**config.mk**
```make
export PLATFORM = sky130hd
export DESIGN_NAME = fifo_stream_reader
export DESIGN_NICKNAME = d
export VERILOG_FILES = /design/src/rtl/fifo_stream_reader.sv
export SDC_FILE = /design/constraint.sdc
export NUM_CORES = 1
export LEC_CHECK = 0
export CAP_MARGIN = 20
export CORE_ASPECT_RATIO = 0.5
export CORE_UTILIZATION = 45
export CTS_CLUSTER_SIZE = 25
export DETAILED_ROUTE_END_ITERATION = 7
export PLACE_DENSITY = 0.73
export SYNTH_ARGS = -nofsm -noshare
export SYNTH_HDL_FRONTEND = slang
export SYNTH_SLANG_ARGS = --single-unit
```
**constraint.sdc**
```tcl
create_clock -name i_clk -period 1.9 [get_ports i_clk]
set_input_delay 0.19 -clock i_clk [delete_from_list [all_inputs] [get_ports i_clk]]
set_output_delay 0.19 -clock i_clk [all_outputs]
set_load 0.01 [all_outputs]
```
**src/rtl/fifo_stream_reader.sv**
```systemverilog
// Drains a show-ahead FIFO into a packetised AXI-stream; a popped word appears one cycle later.
// Backpressure: a 2-entry skid buffer absorbs tready stalls, so rd_en never depends on tready.
module fifo_stream_reader #(
    parameter int DATA_WIDTH = 8,
    parameter int PACKET_LEN = 16
) (
    input  logic                  i_clk,
    input  logic                  i_a_rst_n,
    input  logic                  i_enable,
    output logic                  o_busy,
    input  logic                  i_fifo_empty,
    input  logic [DATA_WIDTH-1:0] i_fifo_rd_data,
    output logic                  o_fifo_rd_en,
    output logic [DATA_WIDTH-1:0] o_m_axis_tdata,
    output logic                  o_m_axis_tvalid,
    output logic                  o_m_axis_tlast,
    input  logic                  i_m_axis_tready,
    output logic                  o_pkt_done
);

    localparam int CW = $clog2(PACKET_LEN) + 1;
    localparam logic [CW-1:0] LAST_CNT = CW'(PACKET_LEN - 1);

    typedef enum logic [1:0] {IDLE, RUN, STOP} state_e;

    state_e                state_q, state_d;
    logic [DATA_WIDTH-1:0] dat0_q, dat0_d, dat1_q, dat1_d;
    logic                  last0_q, last0_d, last1_q, last1_d;
    logic                  vld0_q, vld0_d, vld1_q, vld1_d;
    logic [CW-1:0]         pop_cnt_q, pop_cnt_d;
    logic                  pkt_done_q, pkt_done_d;
    logic                  pop_allowed, rd_en, hs, new_last;

    always_ff @(posedge i_clk or negedge i_a_rst_n) begin
        if (!i_a_rst_n) state_q <= IDLE;
        else            state_q <= state_d;
    end

    // Enable wins over the drain-complete exit so a re-request mid-drain resumes cleanly.
    always_comb begin
        state_d = state_q;
        case (state_q)
            IDLE:    if (i_enable) state_d = RUN;
            RUN:     if (!i_enable) state_d = STOP;
            STOP: begin
                if (i_enable)                                state_d = RUN;
                else if ((pop_cnt_q == '0) && !vld0_q)       state_d = IDLE;
            end
            default: state_d = IDLE;
        endcase
    end

    always_comb begin
        pop_allowed = 1'b0;
        case (state_q)
            RUN:     pop_allowed = 1'b1;
            STOP:    pop_allowed = (pop_cnt_q != '0);
            default: pop_allowed = 1'b0;
        endcase
        rd_en  = pop_allowed && !i_fifo_empty && !vld1_q;
        o_busy = (state_q != IDLE) || vld0_q;
    end

    assign hs       = vld0_q && i_m_axis_tready;
    assign new_last = (pop_cnt_q == LAST_CNT);

    always_comb begin
        pop_cnt_d = pop_cnt_q;
        if (rd_en) pop_cnt_d = new_last ? '0 : pop_cnt_q + CW'(1);
    end

    // Entry 0 is always the head; entry 1 is only occupied while entry 0 is.
    always_comb begin
        dat0_d  = dat0_q;
        last0_d = last0_q;
        vld0_d  = vld0_q;
        dat1_d  = dat1_q;
        last1_d = last1_q;
        vld1_d  = vld1_q;
        if (hs) begin
            if (vld1_q) begin
                dat0_d  = dat1_q;
                last0_d = last1_q;
                vld1_d  = 1'b0;
                last1_d = 1'b0;
            end else if (rd_en) begin
                dat0_d  = i_fifo_rd_data;
                last0_d = new_last;
            end else begin
                vld0_d  = 1'b0;
                last0_d = 1'b0;
            end
        end else if (rd_en) begin
            if (vld0_q) begin
                dat1_d  = i_fifo_rd_data;
                last1_d = new_last;
                vld1_d  = 1'b1;
            end else begin
                dat0_d  = i_fifo_rd_data;
                last0_d = new_last;
                vld0_d  = 1'b1;
            end
        end
        pkt_done_d = hs && last0_q;
    end

    always_ff @(posedge i_clk or negedge i_a_rst_n) begin
        if (!i_a_rst_n) begin
            dat0_q     <= '0;
            last0_q    <= 1'b0;
            vld0_q     <= 1'b0;
            dat1_q     <= '0;
            last1_q    <= 1'b0;
            vld1_q     <= 1'b0;
            pop_cnt_q  <= '0;
            pkt_done_q <= 1'b0;
        end else begin
            dat0_q     <= dat0_d;
            last0_q    <= last0_d;
            vld0_q     <= vld0_d;
            dat1_q     <= dat1_d;
            last1_q    <= last1_d;
            vld1_q     <= vld1_d;
            pop_cnt_q  <= pop_cnt_d;
            pkt_done_q <= pkt_done_d;
        end
    end

    assign o_fifo_rd_en    = rd_en;
    assign o_m_axis_tdata  = dat0_q;
    assign o_m_axis_tvalid = vld0_q;
    assign o_m_axis_tlast  = last0_q;
    assign o_pkt_done      = pkt_done_q;

endmodule

```
# Word-level counts from Yosys, hierarchy flattened
# Cells that the tools add are included.
# op_classes
add_sub_neg	1
eq_ne	10
muxes	28
bitwise	1
n_reduce_logical	23
# ops
cell	n
two-way mux 8 bit	5
two-way mux 1 bit	16
AND reduction 3 bit	5
!= test 2 bit, second input constant	5
two-way mux 2 bit	4
nonzero test 2 bit	4
one-hot mux 2 bit (3 select lines)	1
adder 5 x 1 -> 5 bit, second input constant	1
equality test 5 x 4 -> 1 bit, second input constant	1
logical AND 1 bit	5
zero test 5 bit	1
two-way mux 5 bit	1
nonzero test 5 bit	1
AND reduction 2 bit	2
zero test 1 bit	3
!= test 3 bit, second input constant	1
equality test 2 x 1 -> 1 bit, second input constant	1
equality test 2 bit, second input constant	1
zero test 2 bit	1
!= test 2 x 1 -> 1 bit, second input constant	1
one-hot mux 1 bit (2 select lines)	1
logical OR 1 bit	1
inverter 1 bit	1
# word_totals
register_bits	28
in_bits	13
out_inout_bits	13
word_cells	72

# Longest topological paths before layout
# Gate-level depths: netlist of the first run.
# logic_depth
depth_word	7
depth_mapped	7
ltp_nobuf	6

# Worst setup path before layout of the first run
# No wires, ideal clock.
# synth_path
kind	reg2reg
from	reg pop_cnt_q[0]
to	reg dat1_q[0]
setup_ns	0.125
t_arrival_ns	1.817
required_ns	1.775
slack_ns	-0.042
stages_incl_launch_ff	8
n_path_buf	1
period_less_slack_ns	1.942
path_cell_list	dfrtp_1 inv_1 ha_1 or4b_4 a32oi_2 or3_1 buf_6 mux2_2
# synth_via
elab_chain_len	5
# synth_rtl
item	line	rtl
start: declaration	30	logic [CW-1:0] pop_cnt_q, pop_cnt_d;
start signal: assignment	124	pop_cnt_q <= pop_cnt_d;
nonzero test 5 bit	57	STOP: pop_allowed = (pop_cnt_q != '0);
one-hot mux 1 bit (2 select lines)	55	case (state_q)
logical AND 1 bit (2 in series)	60	rd_en = pop_allowed && !i_fifo_empty && !vld1_q;
AND reduction 3 bit (no source line)	--	
end signal: assignment	121	dat1_q <= dat1_d;
end: declaration	27	logic [DATA_WIDTH-1:0] dat0_q, dat0_d, dat1_q, dat1_d;
# No other way between the ends.
# A chain may end at the register's enable or synchronous reset.

# Final worst setup path of the first run
# layout_path
from	reg pop_cnt_q[0]
to	reg dat1_q[4]
# Same word-level chain as after synthesis.

==> results of run 1 <==
==> worst max-delay path, delay by kind of cell, from the launching register on <==
family,cells,cell delay [ps]
AOI/OAI and AO/OA,1,210
DFF,1,410
adders and majority gates,1,120
buffers and inverters,2,240
and+or+nand+nor,2,730
muxes,1,310
==> metal layers <==
metal | vias up | global-route usage | wire [um]
met4 | 0 | 0.0632 | 62
met1 | 565 | 0.283 | 1650
li1 | 535 | - | -
met3 | 6 | 0.0462 | 94
met2 | 20 | 0.355 | 1750
met5 | - | 0 | 0
==> worst paths after layout <==
kind	end	slack [ps]	cells after the start
max in group asynchronous	o_m_axis_tdata[4]	1350	2
max	dat1_q[4]	-230	7
min	state_q[1]	280	2
min in group i_clk	dat1_q[3]	510	1
min reg2reg	dat1_q[3]	510	1
max reg2reg	dat1_q[4]	-230	7
==> cell type report <==
class	count	area share
inverters	10	0.0173
clock buffers	3	0.0190
clock inverters	1	0.0138
repair buffers	50	0.219
well taps	40	0.0230
flip-flops and latches	28	0.322
multi-input cells	81	0.386
==> through the flow <==
stage          setup TNS (ps)  instance area (um2)
4_1_cts                 -3430                 2090
3_5_place_dp            -3120                 1860
3_3_place_gp            -1720                 1860
6_report                -3700                 2180
2_1_floorplan            -333                 1440
5_1_grt                 -5100                 2180
==> flip-flops by register name, summed over array words and instances, names as in the netlist <==
name             flops
o_m_axis_tvalid      1
vld1_q               1
last1_q              1
o_pkt_done           1
state_q              2
o_m_axis_tdata       8
pop_cnt_q            5
o_m_axis_tlast       1
dat1_q               8
==> power by group through the flow <==
stage / Combinational (mW) / Clock, mW / Sequential, mW
6_report: 1.60 / 0.476 / 0.945
5_1_grt: 1.70 / 0.501 / 0.966
4_1_cts: 1.40 / 0.484 / 0.940
3_5_place_dp: 1.21 / 0 / 0.936
3_3_place_gp: 1.17 / 0 / 0.934
2_1_floorplan: 0.617 / 0 / 0.971
==> cell usage after synthesis, types with 2 or more instances <==
cell type   n
a21oi_1     2
buf_2       3
dfrtp_1    28
ha_1        6
inv_1      10
mux2_2     25
nand2_1    10
nand2b_1    3
nand3_1     4
nand4_1     2
nor2_1      3
nor4bb_1    2
o21a_1      2
o21ai_0     4
o31ai_1     2
==> kinds of logic after synthesis <==
logic type | synth area share
xor gates and xnor gates | 0.00609
buffers and inverters | 0.0444
adders and majority gates | 0.0522
DFF | 0.487
muxes | 0.196
and+or+nand+nor | 0.124
AOI/OAI and AO/OA | 0.0905
==> timing repair <==
item | CTS | global route
resized for setup | 33 | 19
cloned | 2 | 0
pin swaps | 6 | 10
setup buffers | 4 | 4
setup endpoints to repair | 22 | 28
==> run summary, run 1 <==
total length of routed wires = 3.56 mm
Avg Cell Area, Syn = 11.8 um2
commonest non-fill, non-tap cells in the layout = 28 x dfrtp_1, 24 x clkdlybuf4s50_1, 16 x mux2_2, 16 x buf_4, 9 x mux2_4
DR vias = 1126
Req. time, crit path = 2070 ps
max_slew headroom = 0.751
Tot Pwr = 3.02 mW
GR Util All Layers = 0.215
largest area contributor in the netlist = dfrtp_1
Final Non-Filler Cells = 213
min Tclk post-route = 2130 ps
Root Buffer Master = clkbuf_8
clk sinks = 28
Final Max Tran Viols = 0
status = finished with violations
Post-Place Worst Slack = -197 ps
leading cell type in the layout, fill and taps excluded = dfrtp_1
Reg clk slew, reported paths = 100 ps
HPWL reported at the end of detailed placement = 1.96 mm
Critical Path Source = pop_cnt_q[0]
Worst path max stage delay = 480 ps
initial core utilization = 0.477
P_int = 2.02 mW
CTS tree = built
sequential area share after synthesis = 0.487
full die area = 3440 um2
cts bufs inserted = 3
Synth area leaders = dfrtp_1 49%, mux2_2 20%, ha_1 5.2%
Core Region = 3010 um2
Post-synth ARST share = 1.00
final setup fails = 27
area delta synth->final = 51.3%
Seq cells post-synth = 28
switching pwr = 1.00 mW
GPL Wtd Cong = 0.776
max-cap violations = 0
top cell type's share of synthesized area = 0.487
largest net degree at the start of global routing = 29
layout cells sized above 1 = 0.451
DIE WIDTH = 81.9 um
DRT antenna net count = 0
maximum fanout along the worst path = 5
1st-pass router iterations = 4
Layout Nets = 193
Post-CTS Hold Fix Bufs = 0
Clk Latency, worst-skew pair = 280 ps
share of total power in sequential cells = 0.312
Combinational Power Share = 0.530
DRC viols = 0
failing checks = negative setup slack
peak supply drop = 0.960 mV
crit-path cells = inv_2, ha_4, or4b_4, buf_6, a32oi_4, or3_4, mux2_4
FF/Latch Area = 701 um2
DR WL/cell = 16.7 um
first-pass GRT wire length = 5.38 mm
Static Leak = 0.993 nW
CP Capture Type = register
Hold Crit Class = in -> async
vias in the first global route = 1133
Pwr per Cell Area = 1390 nW/um2
switching power share of the total = 0.331
synthesized cell area = 1440 um2
Inserted Diodes = 0
Yosys cell types = 31
Synth Warn # = 0
Rows = 14
slew at the pin closest to its max-slew limit = 373 ps
final number of hold-violating endpoints = 0
syn_nets = 141
total gr overflow = 0
# port buffers = 25
unrepaired setup endpoints after global routing = yes
slowest stage cell on the critical path = or4b_4
Final Util = 0.722
Most used DFF post-synth = dfrtp_1
cell count after synthesis = 122
area taken by multi-input logic gates = 841 um2
maximum clock rate = 470 MHz
final-layout fill cell count = 206
Worst Slack Setup Final = -226 ps
Final Cycle Share = 1.12
Post-synth EDFFs = 0
Via density = 5.29
Setup Crit Path Kind = reg -> reg
IO Count = 26
Cell Count Post-Placement = 200
Iter 0 DRT Violations = 77
final clock skew = 4.89 ps
RR Startpoint = pop_cnt_q[0]
CP arrival = 2300 ps
antenna violations before repair = 0
# H-tree levels = 1
clock share of power = 0.157
Startpoint Class = register
Hold Worst Slack = 278 ps
CTS max path bufs = 2
Die H = 42.0 um
Note: power is estimated with default switching activity, not from simulation.
==> inputs of run 2 (changes only) <==
Settings changed: CORE_UTILIZATION 45 to 30, PLACE_DENSITY 0.73 to default, SLEW_MARGIN from default to 20.
==> run summary, run 2 (synthesized netlist as in run 1, its figures left out) <==
Post-Place Worst Slack = -220 ps
layout cells sized above 1 = 0.436
Hold Crit Class = in -> async
total length of routed wires = 3.27 mm
1st-pass router iterations = 4
maximum clock rate = 497 MHz
Final Cycle Share = 1.06
GR Util All Layers = 0.133
DRT antenna net count = 0
Layout Nets = 193
DR vias = 1116
final clock skew = 3.71 ps
# port buffers = 25
full die area = 5090 um2
Combinational Power Share = 0.564
final number of hold-violating endpoints = 0
unrepaired setup endpoints after global routing = yes
maximum fanout along the worst path = 8
commonest non-fill, non-tap cells in the layout = 28 x dfrtp_1, 24 x clkdlybuf4s50_1, 20 x buf_4
HPWL reported at the end of detailed placement = 2.16 mm
CTS max path bufs = 2
peak supply drop = 0.560 mV
vias in the first global route = 1071
Via density = 4.69
Clk Latency, worst-skew pair = 280 ps
Final Util = 0.484
dpl cell area = 1890 um2
Tot Pwr = 2.89 mW
DR WL/cell = 13.7 um
Static Leak = 1.01 nW
final setup fails = 18
Rows = 17
Req. time, crit path = 2070 ps
clock share of power = 0.113
antenna violations before repair = 0
P_int = 1.94 mW
share of total power in sequential cells = 0.323
GPL Wtd Cong = 0.748
status = finished with violations
max_slew headroom = 0.752
Setup Crit Path Kind = reg -> reg
leading cell type in the layout, fill and taps excluded = dfrtp_1
first-pass GRT wire length = 5.20 mm
total gr overflow = 0
DRC viols = 0
Inserted Diodes = 0
CTS tree = built
Core Region = 4510 um2
min Tclk post-route = 2010 ps
Final Max Tran Viols = 0
Reg clk slew, reported paths = 90 ps
worst r2r path cells = 8
switching pwr = 0.954 mW
switching power share of the total = 0.330
# H-tree levels = 1
cts bufs inserted = 3
post-route design area = 2180 um2
DIE WIDTH = 99.9 um
Iter 0 DRT Violations = 42
Root Buffer Master = clkbuf_8
CP Capture Type = register
failing checks = negative setup slack
Startpoint Class = register
Hold Worst Slack = 288 ps
Pwr per Cell Area = 1330 nW/um2
Worst Slack Setup Final = -110 ps
clk sinks = 28
Die H = 51.0 um
initial core utilization = 0.319
slew at the pin closest to its max-slew limit = 372 ps
CP arrival = 2180 ps
max-cap violations = 0
largest net degree at the start of global routing = 29
IO Count = 26
area delta synth->final = 51.9%
run 2: cell types whose count changed in the layout (fill, tap and decap cells not counted), moves of 2 or more:
cell,previous run,this run
buf_4,16,20
buf_6,8,4
ha_4,1,3
inv_1,8,6
inv_2,2,4
nand2_1,6,10
nand2_2,4,0
o21ai_0,1,3
o21ai_2,2,0
run 2: timing repair:
action | CTS | global route
pin swaps | 7 | 9
hold buffers | 0 | 0
resized for setup | 30 | 16
buffers inserted | 6 | 1
setup endpoints to repair | 22 | 24
run 2: per-stage QoR:
step / TNS (ps) / cells
6_report: -1610 / 238
3_3_place_gp: -1690 / 228
4_1_cts: -1670 / 237
2_1_floorplan: -333 / 122
5_1_grt: -2580 / 238
3_5_place_dp: -2230 / 228
run 2: critical path, cell delays in order, from the launching register on:
cell and delay [ps]:
dfrtp_1 400, inv_2 80, ha_4 110, or4b_4 500, a32oi_4 200, buf_4 160
a21oi_4 60, buf_12 140, mux2_2 260
run 2: area by class of cell:
class / instances / area [um2]
clock buffer: 3 / 41.3
fill: 402 / 2330
inverter: 10 / 37.5
multi-input combinational: 80 / 846
sequential: 28 / 701
tap: 66 / 82.6
timing repair buffer: 51 / 475
run 2: worst paths after layout:
path,from,endpoint,slack [ps]
setup / recovery,pop_cnt_q[0],o_m_axis_tdata[1],-110
hold / removal,i_a_rst_n,state_q[0],290
setup reg to reg,pop_cnt_q[0],o_m_axis_tdata[1],-110
hold reg to reg,dat1_q[4],dat1_q[4],510
max in group asynchronous,i_a_rst_n,dat1_q[7],1330
min in group i_clk,dat1_q[4],dat1_q[4],510
run 2: power by group through the flow:
stage / logic [mW] / clock network [mW] / registers [mW]
CTS: 1.48 / 0.334 / 0.933
finish: 1.63 / 0.326 / 0.936
global route: 1.76 / 0.361 / 0.959
global placement: 1.19 / 0 / 0.922
detailed placement: 1.21 / 0 / 0.930
floorplan: 0.617 / 0 / 0.971
run 2: layer usage:
layer	vias to the layer above	GRT usage	wire length, um
li1	533	-	-
met1	556	0.191	1600
met2	25	0.199	1530
met3	2	0.0356	119
met4	0	0.0294	19
met5	-	0	0
